### config.mk
export PLATFORM = sky130hd
export DESIGN_NAME = stage_f_prefetch_flat
export DESIGN_NICKNAME = d
export VERILOG_FILES = /design/src/rtl/stage_f_prefetch_if.sv /design/src/rtl/stage_f_prefetch.sv /design/src/flat_wrapper.sv
export SDC_FILE = /design/constraint.sdc
export NUM_CORES = 1
export LEC_CHECK = 0
export BUFFER_PORTS_ARGS = -buffer_cell sky130_fd_sc_hd__buf_4
export CELL_PAD_IN_SITES_DETAIL_PLACEMENT = 1
export CELL_PAD_IN_SITES_GLOBAL_PLACEMENT = 2
export CORE_ASPECT_RATIO = 0.7
export CORE_UTILIZATION = 38
export CTS_CLUSTER_SIZE = 14
export DETAILED_ROUTE_END_ITERATION = 16
export PLACE_DENSITY = 0.82
export SLEW_MARGIN = 5
export SYNTH_ARGS = -nofsm -noshare
export SYNTH_HDL_FRONTEND = slang
export SYNTH_SLANG_ARGS = --single-unit
### constraint.sdc
create_clock -name clk -period 12.6 [get_ports clk]
set_clock_uncertainty 0.2 [all_clocks]
set_input_delay 1.26 -clock clk [delete_from_list [all_inputs] [get_ports clk]]
set_output_delay 1.26 -clock clk [all_outputs]
set_load 0.01 [all_outputs]
### src/rtl/stage_f_prefetch_if.sv
// Fetch-stage bus: instruction-memory read port plus the decode-side valid/ready queue head.
interface stage_f_prefetch_if #(
    parameter int unsigned XLEN    = 32,
    parameter int unsigned IMEM_AW = 13
);
    logic [IMEM_AW-1:0] imem_A;
    logic [XLEN-1:0]    imem_RD;
    logic               ValidD;
    logic               ReadyD;
    logic [XLEN-1:0]    RDD;
    logic [XLEN-1:0]    PCD;
    logic [XLEN-1:0]    PCPlus4D;

    modport master (
        output imem_A, ValidD, RDD, PCD, PCPlus4D,
        input  imem_RD, ReadyD
    );

    modport slave (
        input  imem_A, ValidD, RDD, PCD, PCPlus4D,
        output imem_RD, ReadyD
    );
endinterface

### src/rtl/stage_f_prefetch.sv
// Fetch stage: PC sequencing, E/W redirects and a DEPTH-entry prefetch queue feeding decode.
// Optional STAGE_F_BYPASS_EN presents the current fetch straight to decode when the queue is empty.
module stage_f_prefetch #(
    parameter int unsigned     XLEN     = 32,
    parameter int unsigned     IMEM_AW  = 13,
    parameter int unsigned     DEPTH    = 4,
    parameter logic [XLEN-1:0] RESET_PC = '0
) (
    input  logic                 clk,
    input  logic                 rst,
    input  logic                 arm,
    input  logic                 RVPCSrcE,
    input  logic                 BranchTakenE,
    input  logic                 PCSrcW,
    input  logic [XLEN-1:0]      PCTargetE,
    input  logic [XLEN-1:0]      ALUResultE,
    input  logic [XLEN-1:0]      ResultW,
    input  logic                 FlushD,
    stage_f_prefetch_if.master   f_if
);
    localparam int unsigned PW = (DEPTH > 1) ? $clog2(DEPTH) : 1;
    localparam int unsigned CW = PW + 1;

    typedef struct packed {
        logic [XLEN-1:0] instr;
        logic [XLEN-1:0] pc;
    } entry_t;

    logic [XLEN-1:0] pc_q, pc_d;
    logic [PW-1:0]   rd_ptr_q, rd_ptr_d;
    logic [PW-1:0]   wr_ptr_q, wr_ptr_d;
    logic [CW-1:0]   count_q, count_d;
    entry_t          mem_q [DEPTH];
    entry_t          mem_d [DEPTH];

    logic            redirect;
    logic [XLEN-1:0] target;
    logic            empty, full, valid, pop, push, bypass, consume;
    entry_t          head, fetch_e, out_e;

    // Redirect priority: RV E-stage, then ARM E-stage branch, then ARM W-stage PC write.
    always_comb begin
        redirect = 1'b0;
        target   = ResultW;
        if (!arm && RVPCSrcE) begin
            redirect = 1'b1;
            target   = PCTargetE;
        end else if (arm && BranchTakenE) begin
            redirect = 1'b1;
            target   = ALUResultE;
        end else if (arm && PCSrcW) begin
            redirect = 1'b1;
        end
    end

    always_comb begin
        empty   = (count_q == CW'(0));
        full    = (count_q == CW'(DEPTH));
        head    = mem_q[rd_ptr_q];
        fetch_e = '{instr: f_if.imem_RD, pc: pc_q};
`ifdef STAGE_F_BYPASS_EN
        bypass  = empty && !redirect && !FlushD;
`else
        bypass  = 1'b0;
`endif
        valid   = !empty || bypass;
        out_e   = empty ? fetch_e : head;
        pop     = !empty && f_if.ReadyD;
        consume = bypass && f_if.ReadyD;
        // A bypassed fetch taken by decode never enters the queue.
        push    = !redirect && !FlushD && (!full || pop) && !consume;
    end

    always_comb begin
        pc_d     = pc_q;
        rd_ptr_d = rd_ptr_q;
        wr_ptr_d = wr_ptr_q;
        count_d  = count_q;
        mem_d    = mem_q;
        if (redirect) begin
            pc_d     = target;
            rd_ptr_d = '0;
            wr_ptr_d = '0;
            count_d  = '0;
        end else if (FlushD) begin
            // Refetch from the oldest discarded instruction so nothing is skipped.
            pc_d     = empty ? pc_q : head.pc;
            rd_ptr_d = '0;
            wr_ptr_d = '0;
            count_d  = '0;
        end else begin
            if (push) begin
                mem_d[wr_ptr_q] = fetch_e;
                wr_ptr_d        = wr_ptr_q + PW'(1);
            end
            if (pop) begin
                rd_ptr_d = rd_ptr_q + PW'(1);
            end
            if (push || consume) begin
                pc_d = pc_q + XLEN'(4);
            end
            count_d = count_q + CW'(push) - CW'(pop);
        end
    end

    always_ff @(posedge clk or posedge rst) begin
        if (rst) begin
            pc_q     <= RESET_PC;
            rd_ptr_q <= '0;
            wr_ptr_q <= '0;
            count_q  <= '0;
            mem_q    <= '{default: '0};
        end else begin
            pc_q     <= pc_d;
            rd_ptr_q <= rd_ptr_d;
            wr_ptr_q <= wr_ptr_d;
            count_q  <= count_d;
            mem_q    <= mem_d;
        end
    end

    assign f_if.imem_A   = pc_q[IMEM_AW+1:2];
    assign f_if.ValidD   = valid;
    assign f_if.RDD      = valid ? out_e.instr : '0;
    assign f_if.PCD      = valid ? out_e.pc : '0;
    assign f_if.PCPlus4D = valid ? (out_e.pc + XLEN'(4)) : '0;
endmodule

### src/flat_wrapper.sv
// flat-port wrapper written by rule: the top's interface ports become plain ports
module stage_f_prefetch_flat 
#(
    parameter int unsigned     XLEN     = 32,
    parameter int unsigned     IMEM_AW  = 13,
    parameter int unsigned     DEPTH    = 4,
    parameter logic [XLEN-1:0] RESET_PC = '0
)
  (clk, rst, arm, RVPCSrcE, BranchTakenE, PCSrcW, PCTargetE, ALUResultE, ResultW, FlushD, f_if_imem_A, f_if_ValidD, f_if_RDD, f_if_PCD, f_if_PCPlus4D, f_if_imem_RD, f_if_ReadyD);
  stage_f_prefetch_if #(.XLEN(XLEN), .IMEM_AW(IMEM_AW)) f_if_i ();
  input  logic clk;
  input  logic rst;
  input  logic arm;
  input  logic RVPCSrcE;
  input  logic BranchTakenE;
  input  logic PCSrcW;
  input  logic [XLEN-1:0] PCTargetE;
  input  logic [XLEN-1:0] ALUResultE;
  input  logic [XLEN-1:0] ResultW;
  input  logic FlushD;
  output wire logic [$bits(f_if_i.imem_A)-1:0] f_if_imem_A;
  output wire logic [$bits(f_if_i.ValidD)-1:0] f_if_ValidD;
  output wire logic [$bits(f_if_i.RDD)-1:0] f_if_RDD;
  output wire logic [$bits(f_if_i.PCD)-1:0] f_if_PCD;
  output wire logic [$bits(f_if_i.PCPlus4D)-1:0] f_if_PCPlus4D;
  input wire logic [$bits(f_if_i.imem_RD)-1:0] f_if_imem_RD;
  input wire logic [$bits(f_if_i.ReadyD)-1:0] f_if_ReadyD;
  assign f_if_imem_A = f_if_i.imem_A;
  assign f_if_ValidD = f_if_i.ValidD;
  assign f_if_RDD = f_if_i.RDD;
  assign f_if_PCD = f_if_i.PCD;
  assign f_if_PCPlus4D = f_if_i.PCPlus4D;
  assign f_if_i.imem_RD = f_if_imem_RD;
  assign f_if_i.ReadyD = f_if_ReadyD;
  stage_f_prefetch #(.XLEN(XLEN), .IMEM_AW(IMEM_AW), .DEPTH(DEPTH), .RESET_PC(RESET_PC)) u_core (.clk(clk), .rst(rst), .arm(arm), .RVPCSrcE(RVPCSrcE), .BranchTakenE(BranchTakenE), .PCSrcW(PCSrcW), .PCTargetE(PCTargetE), .ALUResultE(ALUResultE), .ResultW(ResultW), .FlushD(FlushD), .f_if(f_if_i));
endmodule
# Word level (Yosys, flattened, before mapping)
# Index checks and enable logic that the tools add are counted.
dict set report op_classes {
  n_lt_le_gt_ge 3
  n_addsub 6
  reduce_logical 18
  mux 27
  n_bitwise 4
  eq_ne 2
}
# operator count
set op_table {}
lappend op_table {{2-to-1 mux 32 bit} 9}
lappend op_table {{bitwise mux 256 bit} 1}
lappend op_table {{2-to-1 mux 64 bit} 4}
lappend op_table {{binary-select mux 64 bit (select 2 bit)} 1}
lappend op_table {{demux 64 bit (select 2 bit)} 1}
lappend op_table {{adder 32 x 3 -> 32 bit, second input constant} 2}
lappend op_table {{2-to-1 mux 2 bit} 6}
lappend op_table {{logical AND 1 bit} 7}
lappend op_table {{>= comparator 3 bit, second input constant} 2}
lappend op_table {{2-to-1 mux 3 bit} 2}
lappend op_table {{inverter 2 -> 3 bit} 2}
lappend op_table {{nonzero test 3 bit} 2}
lappend op_table {{logical NOT 1 bit} 5}
lappend op_table {{adder 2 x 1 -> 2 bit, second input constant} 2}
lappend op_table {{adder 3 x 1 -> 3 bit} 1}
lappend op_table {{== test 3 bit, second input constant} 1}
lappend op_table {{logical NOT 3 bit} 1}
lappend op_table {{< comparator 3 x 1 -> 1 bit, second input constant} 1}
lappend op_table {{2-to-1 mux 1 bit} 3}
lappend op_table {{inequality test 3 x 2 -> 1 bit, second input constant} 1}
lappend op_table {{AND reduction 3 bit} 1}
lappend op_table {{subtractor 3 x 1 -> 3 bit} 1}
lappend op_table {{inverter 1 bit} 2}
lappend op_table {{AND reduction 2 bit} 1}
lappend op_table {{logical OR 1 bit} 1}
dict set report totals {
  inputBits 136
  out_inout_bits 110
  ff_bits 295
  elab_cells 72
}

# Logic depth before layout (Yosys ltp)
dict set report depth {
  depth_word 11
  mapped_depth 12
  ltp_nobuf 11
}

# Worst setup path after synthesis
# No wires, ideal clock.
dict set report synth_path {
  path_kind {register -> output}
  startpoint {register u_core.rd_ptr_q[0]}
  endpoint {output f_if_PCPlus4D[28]}
  setup_slack_ns 8.573
  arrival_ns 2.567
  required_ns 11.140
  path_buffers 1
  stages_incl_launch_ff 10
  cell_sequence {dfrtp_1 -> buf_4 -> mux4_2 -> and2_1 -> a21o_1 -> ha_1 -> a21boi_2 -> nand4_2 -> or3_1 -> a21oi_1}
}
dict set report synth_between {
  elab_chain_cells 7
}
# element line
set synth_rtl {}
lappend synth_rtl {{from (decl)} stage_f_prefetch.sv:30} ;# logic [PW-1:0] rd_ptr_q, rd_ptr_d;
lappend synth_rtl {{from (signal assigned)} stage_f_prefetch.sv:115} ;# rd_ptr_q <= rd_ptr_d;
lappend synth_rtl {{inverter 2 -> 3 bit (implied by the code)} stage_f_prefetch.sv:59} ;# head = mem_q[rd_ptr_q];
lappend synth_rtl {{binary-select mux 64 bit (select 2 bit)} stage_f_prefetch.sv:59}
lappend synth_rtl {{2-to-1 mux 64 bit (implied by the code) (2 in series)} stage_f_prefetch.sv:59}
lappend synth_rtl {{2-to-1 mux 64 bit} stage_f_prefetch.sv:67} ;# out_e = empty ? fetch_e : head;
lappend synth_rtl {{adder 32 x 3 -> 32 bit} stage_f_prefetch.sv:126} ;# assign f_if.PCPlus4D = valid ? (out_e.pc + XLEN'(4)) : '0;
lappend synth_rtl {{2-to-1 mux 32 bit} stage_f_prefetch.sv:126}
lappend synth_rtl {{to (decl)} flat_wrapper.sv:25} ;# output wire logic [$bits(f_if_i.PCPlus4D)-1:0] f_if_PCPlus4D;
# Every way passes these cells. The select of a mux whose other input is x is not followed.

# Final worst setup path
dict set report layout_path {
  startpoint {register u_core.rd_ptr_q[0]}
  endpoint {output f_if_PCPlus4D[23]}
}
# Same word-level chain as after synthesis.

==> impl_metrics.env <==
export IMPL_max_cap_violations=0
export IMPL_syn_area_mm2=0.0159
export IMPL_vias=11600
export IMPL_hold_end="u_core.mem_q[117]"
export IMPL_power_share_clock_pct=30.1
export IMPL_syn_area_per_cell_um2=12.0
export IMPL_yosys_most_used_dff="dfrtp_1"
export IMPL_regToRegSetupSlack_ns=9.07
export IMPL_switching_share_pct=30.8
export IMPL_fin_crit_sh_pct=48.7
export IMPL_holdCritStartpoint="u_core.mem_q[117]"
export IMPL_htreeDepth=1
export IMPL_power_total_mw=3.20
export IMPL_hold_slack_ns=0.299
export IMPL_die_area_mm2=0.0426
export IMPL_hold_path_class="reg2reg"
export IMPL_utilization_pct=46.3
export IMPL_ys_seq_elements=295
export IMPL_arrival_ns=4.68
export IMPL_ys_top_cells_by_area="dfrtp_1, mux2_2, mux4_2, and2_1, nand2_1"
export IMPL_rr_startpoint="u_core.count_q[1]"
export IMPL_detail_route_antenna_nets=0
export IMPL_timing_final_ws_setup_ns=6.46
export IMPL_tns_ns=0
export IMPL_reg2reg_to="u_core.count_q[2]"
export IMPL_comb_power_share_pct=26.5
export IMPL_crit_type="reg2out"
export IMPL_cts_resized=0
export IMPL_ios=246
export IMPL_grt_usage_pct=22.7
export IMPL_numCtsBuffers=31
export IMPL_crit_path_start_kind="flop"
export IMPL_tightest_slew_ns=1.10
export IMPL_final_area_mm2=0.0190
export IMPL_switchingPower_mw=0.988
export IMPL_drc=0
export IMPL_cts_buffer_depth=3
export IMPL_synth_top_area_share_pct=46.5
export IMPL_synth_seq_area_share_pct=46.5
export IMPL_drt_first_pass_iters=5
export IMPL_final_hold_viol_count=0
export IMPL_internal_power_mw=2.21
export IMPL_syn_to_final_growth_pct=19.7
export IMPL_min_period_ns=6.14
export IMPL_num_rows=62
export IMPL_rsz0062_at_grt="false"
export IMPL_dp_hpwl_um=32200
export IMPL_register_area_mm2=0.00739
export IMPL_drt_iter0_markers=947
export IMPL_n_fill_cell=4304
export IMPL_place_area_mm2=0.0179
export IMPL_synth_top_area_cell="dfrtp_1"
export IMPL_preCtsSetupSlack_ns=7.11
export IMPL_cts_root_buf="clkbuf_16"
export IMPL_cts_setup_buffers=0
export IMPL_synth_cells=1322
export IMPL_async_flop_share_pct=100
export IMPL_die_y_um=173
export IMPL_start_util_pct=38.6
export IMPL_grt_pass1_wl_um=75600
export IMPL_dp_cells=2009
export IMPL_status="finished clean"
export IMPL_holdPathStages=1
export IMPL_end_kind="primary output"
export IMPL_viasPerCell=5.64
export IMPL_setup_viol=0
export IMPL_yosys_warnings=0
export IMPL_yosysUniqueCellTypes=67
export IMPL_required_ns=11.14
export IMPL_gp_congestion=0.788
export IMPL_drive_gt1_share_pct=42.5
export IMPL_maxSlewViolCount=0
export IMPL_multi_input_area_mm2=0.00785
export IMPL_wl_per_cell_um=23.2
export IMPL_synth_common_cells="dfrtp_1, mux2_2, nand2_1, and2_1, nor2_1"
export IMPL_grt_max_degree=115
export IMPL_p_leak_nw=8.69
export IMPL_clock_sinks=295
export IMPL_antenna_found_initial=2
export IMPL_layout_nets=1643
export IMPL_clkTransAtPathRegs_ns=0.06
export IMPL_grt_pass1_vias=12700
export IMPL_fp_dieW_um=246
export IMPL_fin_cells=2066
export IMPL_synth_edf_count=0
export IMPL_clk_latency_ns=0.56
export IMPL_path_max_fanout=47
export IMPL_ir_drop_v=0.000112
export IMPL_power_density_mw_per_mm2=168
export IMPL_routed_wl_um=47900
export IMPL_pwr_share_seq_pct=43.4
export IMPL_reg2reg_depth=12
export IMPL_fmax_ghz=0.163
export IMPL_postCtsHoldBufs=0
export IMPL_numPortBuffers=245
export IMPL_core_area_mm2=0.0411
export IMPL_cts_tree="done"
export IMPL_syn_num_nets=1467
export IMPL_relSlewSlack_pct=26.7
export IMPL_synth_most_common_cell="dfrtp_1"
export IMPL_grt_ovfl_total=0
## worst max-delay path: stages, from the launching register on
cell and delay [ns]:
dfrtp_4 0.69, buf_4 0.76, mux4_2 0.48, nand3_1 0.13, a22oi_2 0.51, o2111ai_2 0.54, a211oi_1 0.45, mux2_1 0.36
buf_4 0.15
## cell type report
type / count / area share (%)
flip-flops and latches: 295 / 38.8
repair buffers: 262 / 10.3
clock inverters: 8 / 0.783
inverters: 14 / 0.316
diodes: 2 / 0.0263
clock buffers: 47 / 4.87
well taps: 544 / 3.58
multi-input cells: 894 / 41.2
## state kept, by name, indices dropped and copies added (netlist names)
signal and flops:
u_core.mem_q 256, u_core.pc_q 32, u_core.wr_ptr_q 2, u_core.count_q 3, u_core.rd_ptr_q 2
## metal layers
metal	routed length [µm]	global-route usage (%)	share of wire [%]
met1	21800	32.3	45
met2	23100	36.8	48
met3	2350	3.60	4.9
met4	727	4.45	1.5
met5	13	0	0.027
## how the worst max path moves through the flow
stage	start	endpoint	slack, ns	cells past startpoint
2_1_floorplan	rst	u_core.count_q[0]	2.99	1
5_1_grt	u_core.rd_ptr_q[0]	f_if_PCPlus4D[23]	6.24	8
6_report	u_core.rd_ptr_q[0]	f_if_PCPlus4D[23]	6.46	8
4_1_cts	u_core.rd_ptr_q[0]	f_if_PCPlus4D[23]	6.46	8
3_3_place_gp	u_core.rd_ptr_q[0]	f_if_PCPlus4D[23]	7.20	8
3_5_place_dp	u_core.rd_ptr_q[0]	f_if_PCPlus4D[23]	7.11	8
## power groups by stage
stage	Combinational, mW	Sequential (mW)	Clock [mW]
3_3_place_gp	0.823	1.37	0
5_1_grt	0.920	1.42	1.03
2_1_floorplan	0.624	1.29	0
4_1_cts	0.856	1.39	0.983
6_report	0.849	1.39	0.964
3_5_place_dp	0.849	1.40	0
## cells by family (layout without fill, tap and decap cells)
family                     count (synthesis)  count (layout)  share of synthesized area, %
muxes                                    345             345                          29.1
and+or+nand+nor                          332             332                          10.5
DFF                                      295             295                          46.5
AOI/OAI and AO/OA                        182             182                          7.33
buffers and inverters                    133             331                          4.40
xor gates and xnor gates                  26              26                          1.43
adders and majority gates                  9               9                         0.756
other                                      0               2                             0
## cells in the final DEF (no fill, tap or decap), drive strengths merged, types with 5 or more instances in the layout
cell    instances
clkbuf         47
ha              8
or3             5
and2           73
mux2i          21
a22oi          13
inv            15
dfrtp         295
nor2           66
a21oi          47
nand3          41
a211oi         16
buf           262
and3            8
xnor2           6
o31ai           6
o21ai          53
mux4           64
nand4          23
a31oi           5
a22o            8
nand2          92
a21o            7
nor3            5
mux2          260
xor2           20
(Power assumes the default switching activity.)
